[src/rtl/multi_timer_pkg.sv]
// Shared constants for the multi_timer register bank: register indices
// within a channel's 4-word window and bit positions inside TCON.
package multi_timer_pkg;

    localparam logic [1:0] REG_TH   = 2'd0;
    localparam logic [1:0] REG_TL   = 2'd1;
    localparam logic [1:0] REG_TCON = 2'd2;
    localparam logic [1:0] REG_PSC  = 2'd3;

    localparam int TCON_EN = 0;
    localparam int TCON_IE = 1;
    localparam int TCON_IF = 2;
    localparam int TCON_OS = 3;

endpackage

[src/rtl/timer_channel.sv]
// One up-counting timer channel: reload (TH), live count (TL), control/flags
// (TCON) and, when MULTI_TIMER_PRESCALE_EN is defined, a prescaler (PSC).
// Writes to TL or TCON hold off this channel's tick for that cycle so the
// written value is what lands in the register.
module timer_channel
    import multi_timer_pkg::*;
#(
    parameter int CNT_W = 32,
    parameter int PSC_W = 16
) (
    input  logic        clk,
    input  logic        reset,
    input  logic        we_th,
    input  logic        we_tl,
    input  logic        we_tcon,
    input  logic        we_psc,
    input  logic [31:0] write_data,
    input  logic [1:0]  reg_sel,
    output logic [31:0] reg_rdata,
    output logic        irq
);

    localparam logic [CNT_W-1:0] CNT_ONE = {{(CNT_W-1){1'b0}}, 1'b1};

    logic [CNT_W-1:0] th;
    logic [CNT_W-1:0] tl;
    logic             en;
    logic             ie;
    logic             if_flag;
    logic             os;
    logic             tick_gate;
    logic             tick;
    logic             overflow;
    logic [CNT_W-1:0] wr_cnt;

    assign wr_cnt = write_data[CNT_W-1:0];

`ifdef MULTI_TIMER_PRESCALE_EN
    localparam logic [PSC_W-1:0] PSC_ONE = {{(PSC_W-1){1'b0}}, 1'b1};

    logic [PSC_W-1:0] psc;
    logic [PSC_W-1:0] pcnt;

    assign tick_gate = (pcnt == psc);

    // Prescale divisor register and its free-running counter; the counter
    // restarts on a match, while disabled, or when TL/PSC is rewritten.
    always_ff @(posedge clk) begin
        if (reset) begin
            psc  <= '0;
            pcnt <= '0;
        end else begin
            if (we_psc)
                psc <= write_data[PSC_W-1:0];
            if (!en || we_tl || we_psc || tick_gate)
                pcnt <= '0;
            else
                pcnt <= pcnt + PSC_ONE;
        end
    end
`else
    localparam int UNUSED_PSC_W = PSC_W;
    logic unused_we_psc;

    assign unused_we_psc = we_psc;
    assign tick_gate     = 1'b1;
`endif

    assign tick     = en && tick_gate && !we_tl && !we_tcon;
    assign overflow = tick && (tl == '1);

    // Reload and count registers; a TH write on the overflow edge reloads
    // TL with the value being written rather than the stale TH.
    always_ff @(posedge clk) begin
        if (reset) begin
            th <= '0;
            tl <= '0;
        end else begin
            if (we_th)
                th <= wr_cnt;
            if (we_tl)
                tl <= wr_cnt;
            else if (overflow)
                tl <= we_th ? wr_cnt : th;
            else if (tick)
                tl <= tl + CNT_ONE;
        end
    end

    // Control bits; IF is sticky, write-1-to-clear, and a set beats a clear.
    always_ff @(posedge clk) begin
        if (reset) begin
            en      <= 1'b0;
            ie      <= 1'b0;
            if_flag <= 1'b0;
            os      <= 1'b0;
        end else begin
            if (we_tcon) begin
                en <= write_data[TCON_EN];
                ie <= write_data[TCON_IE];
                os <= write_data[TCON_OS];
            end else if (overflow && os) begin
                en <= 1'b0;
            end
            if (overflow && ie)
                if_flag <= 1'b1;
            else if (we_tcon && write_data[TCON_IF])
                if_flag <= 1'b0;
        end
    end

    // Register read mux, zero-extended to the 32-bit bus.
    always_comb begin
        reg_rdata = '0;
        case (reg_sel)
            REG_TH:   reg_rdata[CNT_W-1:0] = th;
            REG_TL:   reg_rdata[CNT_W-1:0] = tl;
            REG_TCON: reg_rdata[3:0]       = {os, if_flag, ie, en};
            default: begin
`ifdef MULTI_TIMER_PRESCALE_EN
                reg_rdata[PSC_W-1:0] = psc;
`endif
            end
        endcase
    end

    assign irq = if_flag & ie;

endmodule

[src/rtl/multi_timer.sv]
// Memory-mapped bank of NUM_CH timer channels on the data-memory bus.
// Word address = {channel, reg[1:0]}; unmapped channels read 0 and ignore
// writes. irq is the OR of every channel's (IF & IE).
// Optional feature macro: MULTI_TIMER_PRESCALE_EN (per-channel prescaler).
module multi_timer
    import multi_timer_pkg::*;
#(
    parameter  int NUM_CH = 4,
    parameter  int CNT_W  = 32,
    parameter  int PSC_W  = 16,
    localparam int ADDR_W = $clog2(NUM_CH) + 2
) (
    input  logic              clk,
    input  logic              reset,
    input  logic              mem_read,
    input  logic              mem_write,
    input  logic [ADDR_W-1:0] address,
    input  logic [31:0]       write_data,
    output logic [31:0]       read_data,
    output logic              irq
);

    localparam int CH_W = (ADDR_W > 2) ? (ADDR_W - 2) : 1;

    logic [CH_W-1:0]   chan;
    logic [1:0]        reg_idx;
    logic [31:0]       ch_rdata [NUM_CH];
    logic [NUM_CH-1:0] ch_irq;

    assign reg_idx = address[1:0];

    generate
        if (ADDR_W > 2) begin : g_chan_wide
            assign chan = address[ADDR_W-1:2];
        end else begin : g_chan_single
            assign chan = '0;
        end
    endgenerate

    generate
        for (genvar g = 0; g < NUM_CH; g++) begin : g_ch
            logic ch_wr;

            assign ch_wr = mem_write && (chan == CH_W'(g));

            timer_channel #(
                .CNT_W (CNT_W),
                .PSC_W (PSC_W)
            ) u_channel (
                .clk        (clk),
                .reset      (reset),
                .we_th      (ch_wr && (reg_idx == REG_TH)),
                .we_tl      (ch_wr && (reg_idx == REG_TL)),
                .we_tcon    (ch_wr && (reg_idx == REG_TCON)),
                .we_psc     (ch_wr && (reg_idx == REG_PSC)),
                .write_data (write_data),
                .reg_sel    (reg_idx),
                .reg_rdata  (ch_rdata[g]),
                .irq        (ch_irq[g])
            );
        end
    endgenerate

    // Bus read mux: only a strobed read of a mapped channel drives data.
    always_comb begin
        read_data = '0;
        if (mem_read) begin
            for (int c = 0; c < NUM_CH; c++) begin
                if (chan == CH_W'(c))
                    read_data = ch_rdata[c];
            end
        end
    end

    assign irq = |ch_irq;

endmodule

[config.mk]
export PLATFORM = sky130hd
export DESIGN_NAME = multi_timer
export DESIGN_NICKNAME = d
export VERILOG_FILES = /design/src/rtl/multi_timer_pkg.sv /design/src/rtl/timer_channel.sv /design/src/rtl/multi_timer.sv
export SDC_FILE = /design/constraint.sdc
export NUM_CORES = 1
export LEC_CHECK = 0
export CORE_MARGIN = 2
export CORE_UTILIZATION = 62
export CTS_BUF_LIST = sky130_fd_sc_hd__clkbuf_4 sky130_fd_sc_hd__clkbuf_8 sky130_fd_sc_hd__clkbuf_16
export CTS_CLUSTER_SIZE = 16
export DETAILED_ROUTE_END_ITERATION = 12
export GPL_ROUTABILITY_DRIVEN = 1
export GPL_TIMING_DRIVEN = 0
export PLACE_DENSITY_LB_ADDON = 0.12
export RECOVER_POWER = 100
export SLEW_MARGIN = 20
export SYNTH_ARGS = -nofsm -noshare
export SYNTH_HDL_FRONTEND = slang
export SYNTH_SLANG_ARGS = --single-unit
[constraint.sdc]
create_clock -name clk -period 2.65 [get_ports clk]
set_input_delay 0.265 -clock clk [delete_from_list [all_inputs] [get_ports clk]]
set_output_delay 0.265 -clock clk [all_outputs]
set_load 0.02 [all_outputs]
==> impl_metrics.csv <==
group,metric,value,unit
worst_setup_path,ff2ff_setup_slack,30,ps
clock_network,clk_latency,580,ps
floorplanning,row_count,59,
cells_and_area,areaGrowthSynthToFinish,14.3,%
worst_setup_path,endpoint_kind,"flip-flop",
cells_and_area,nFillCells,2032,
synth,ys_seq_elements,272,
clock_network,cts-root-buf,"clkbuf_16",
worst_setup_path,worst_path_max_delay_cell,"clkbuf_1",
global_routing,antenna_found_initial,1,
cells_and_area,nets,1990,
cells_and_area,drive_gt1_share,13.5,%
sta,slew_viol_final,0,
worst_setup_path,cp_top_family,"buffers and inverters",
worst_setup_path,path_buf_inv,3,
worst_setup_path,start_kind,"input port",
synth,synth_top_family_by_area,"compound AO/OA/AOI/OAI gates",
routing,drt-pass1-iter-count,8,
floorplanning,die_y,166,um
global_routing,grt_pass1_wl,104000,um
synth,synth_warnings,0,
placement,dp.cells,2242,
synth,async_flop_share,0,%
floorplanning,die_w,166,um
synth,synth-compound-area-share,19.8,%
synth,syn-cell-area,16300,um^2
synth,synth_fp_nets,1902,
routing,drt_iter0_drc,3171,
sta,clock_skew,19.2,ps
synth,synth.avg_cell_area,8.80,um^2
clock_network,ctsHtreeMaxLevel,1,
placement,place_congestion,1.14,
synth,synth_top_cell_area_share,33.3,%
synth,syn_inst,1858,
synth,yosys-top-cells-area,"dfxtp_1 (33%), mux2i_1 (11%), a22oi_1 (6.0%)",
sta,rsz0062_at_grt,"yes",
worst_setup_path,required,2980,ps
sta,period_minus_slack,2950,ps
min_path,hold_class,"input port to flip-flop",
synth,yosys.area_share.simple,17.9,%
routing,drc,0,
placement,port_buffers,49,
floorplanning,die_area,27700,um^2
global_routing,first_global_vias,15698,
power_and_ir_drop,power.density,510,nW/um^2
worst_setup_path,crit_type,"input port to flip-flop",
global_routing,grt_overflow,0,
synth,synth_top_area_cell,"dfxtp_1",
synth,synth.area.mux_share,18.8,%
floorplanning,start_util,62.9,%
synth,synth_edf_count,0,
synth,yosys_most_used_dff,"dfxtp_1",
placement,post_dp_cell_area,17300,um^2
power_and_ir_drop,peakVddDrop,0.630,mV
cells_and_area,final_cells,2305,
sta,fin_crit_sh,112,%
sta,setup_viol,23,
sta,clock.fmax,338,MHz
placement,dp_hpwl,52500,um
synth,synthAdderAreaFrac,0.306,%
routing,wl_per_cell,31.6,um
clock_network,tritoncts,"yes",
routing,final_antenna_net_count,0,
job,maxCapViolCount,0,
floorplanning,io_pins,73,
worst_setup_path,path_cells,"clkbuf_1 > clkbuf_1 > clkbuf_1 > o32ai_1",
power_and_ir_drop,power.total,9.53,mW
clock_network,numCtsBuffers,30,
sta,tightest_slew,1300,ps
routing,num_vias,17086,
synth,synth.distinct_cells,86,
global_routing,grt_max_degree,15,
synth,yosys.area_share.xor_xnor,5.08,%
synth,synth_common_cells,"dfxtp_1 (272), nor2_1 (210), mux2i_1 (172), a22oi_1 (131), clkbuf_1 (95)",
worst_setup_path,critPathMostFrequentCell,"clkbuf_1",
synth,synth_seq_area_share,33.3,%
placement,preCtsSetupSlack,-1060,ps
worst_setup_path,slowest_delay,1020,ps
routing,avgViaCountPerCell,7.41,
routing,wirelength,72900,um
cells_and_area,stdcell_area,18700,um^2
sta,max-slew-margin-rel,13.4,%
status,status,"complete, but fails checks",
worst_setup_path,cp.arrival,3290,ps
clock_network,postCtsHoldBufs,0,
status,violations,"negative setup slack",
sta,hold_viol,0,
power_and_ir_drop,p_leak,7.13,nW
synth,post-synth-top-count-cell,"dfxtp_1",
clock_network,clock_sinks,272,
clock_network,clk_pin_slew,60,ps
floorplanning,core-area,26000,um^2
global_routing,grt_use_total,50.5,%
sta,setup_ws,-305,ps
clock_network,clock_path_buffers,3,
worst_setup_path,critPathMaxFanout,10,
-- layout by cell type (no fill, tap or decap), types with 14 or more instances in the layout --
master           synthesis  routed
clkbuf_1                95     101
buf_4                    3      17
xor2_1                  33      33
xnor2_1                 60      60
a22oi_1                131     131
inv_1                   21      21
and4_1                  15      15
o21a_1                  15      15
mux4_2                  34      34
nand3_1                 53      54
clkbuf_16                0      31
and3_1                  15      15
mux2_2                  50      33
mux2_1                   1      19
o32ai_1                 31      31
mux2i_2                  0      15
nand2_1                 90      90
o21ai_0                 59      58
nor2b_1                 54      54
clkdlybuf4s50_1          0      14
nor3_1                  26      25
buf_2                   50      22
nand4_1                 29      29
dlygate4sd2_1            0      24
o22ai_1                 77      68
dfxtp_1                272     270
nor2_1                 210     209
mux2i_1                172     151
a21oi_1                 77      76
-- tightest hold or removal path, delay by kind of cell --
kind,cells,cell delay (ps)
AO/OA/AOI/OAI,1,50
buffers and inverters,1,170
AND/OR/NAND/NOR,2,300
-- report_power, final --
group | switching, mW | total [mW] | internal (mW)
Combinational | 0.670 | 0.946 | 0.276
Sequential | 0.0717 | 4.21 | 4.14
Clock | 1.83 | 4.37 | 2.53
-- flip-flops by register name (all words and copies together) (netlist names) --
signal,flops
g_ch.u_channel.os,4
g_ch.u_channel.en,4
g_ch.u_channel.if_flag,4
g_ch.u_channel.th,128
g_ch.u_channel.ie,4
g_ch.u_channel.tl,128
-- timing repair --
action                                  CTS  global route
pin swaps                                 5             2
resized for setup                       127            28
endpoints found under the setup margin   36            61
setup buffers                             0             7
-- worst paths after layout --
kind              cells past startpoint                     start                       end
setup / recovery                      4                     reset  g_ch[3].u_channel.tl[26]
hold / removal                        4                 mem_write      g_ch[0].u_channel.en
setup reg to reg                      5  g_ch[3].u_channel.tl[26]  g_ch[3].u_channel.tl[26]
hold reg to reg                       2      g_ch[0].u_channel.os      g_ch[0].u_channel.os
-- cells by family after synthesis --
family / count (synthesis)
AND/OR/NAND/NOR: 569
XOR/XNOR: 94
adder cells (fa/ha/maj): 4
AO/OA/AOI/OAI: 476
buffers and inverters: 185
multiplexers: 258
flip-flops: 272
-- through the flow --
step / hold WS, ps / setup TNS, ps / util [%]
after floorplan: 421 / 0 / -
final: 268 / -2140 / 71.9
after CTS: 257 / 0 / 71.4
after global placement: 444 / -52890 / 66.4
after global routing: 275 / -57.1 / 71.9
after detailed placement: 464 / -56590 / 66.4
-- area by class of cell --
cell class                 instances  area, um^2  share of cell area, %
buffer                           163         810                   4.33
multi-input combinational       1401       10400                   55.7
sequential                       272        5450                   29.2
tap                              335         419                   2.24
timing repair buffer              56         508                   2.72
antenna                            2        5.00                 0.0268
inverter                          22        82.6                  0.442
clock inverter                    11         105                  0.563
clock buffer                      43         897                   4.80
-- layer usage --
layer / up-vias / wire (um) / track usage, % / share of wire [%]
met4: 0 / 5460 / 29.8 / 7.5
li1: 7086 / - / - / -
met1: 8065 / 26400 / 68.6 / 36
met2: 1607 / 27300 / 65.4 / 37
met3: 328 / 13800 / 22.5 / 19
met5: - / 0 / 0 / 0
Power figures use the tool's default switching activity.
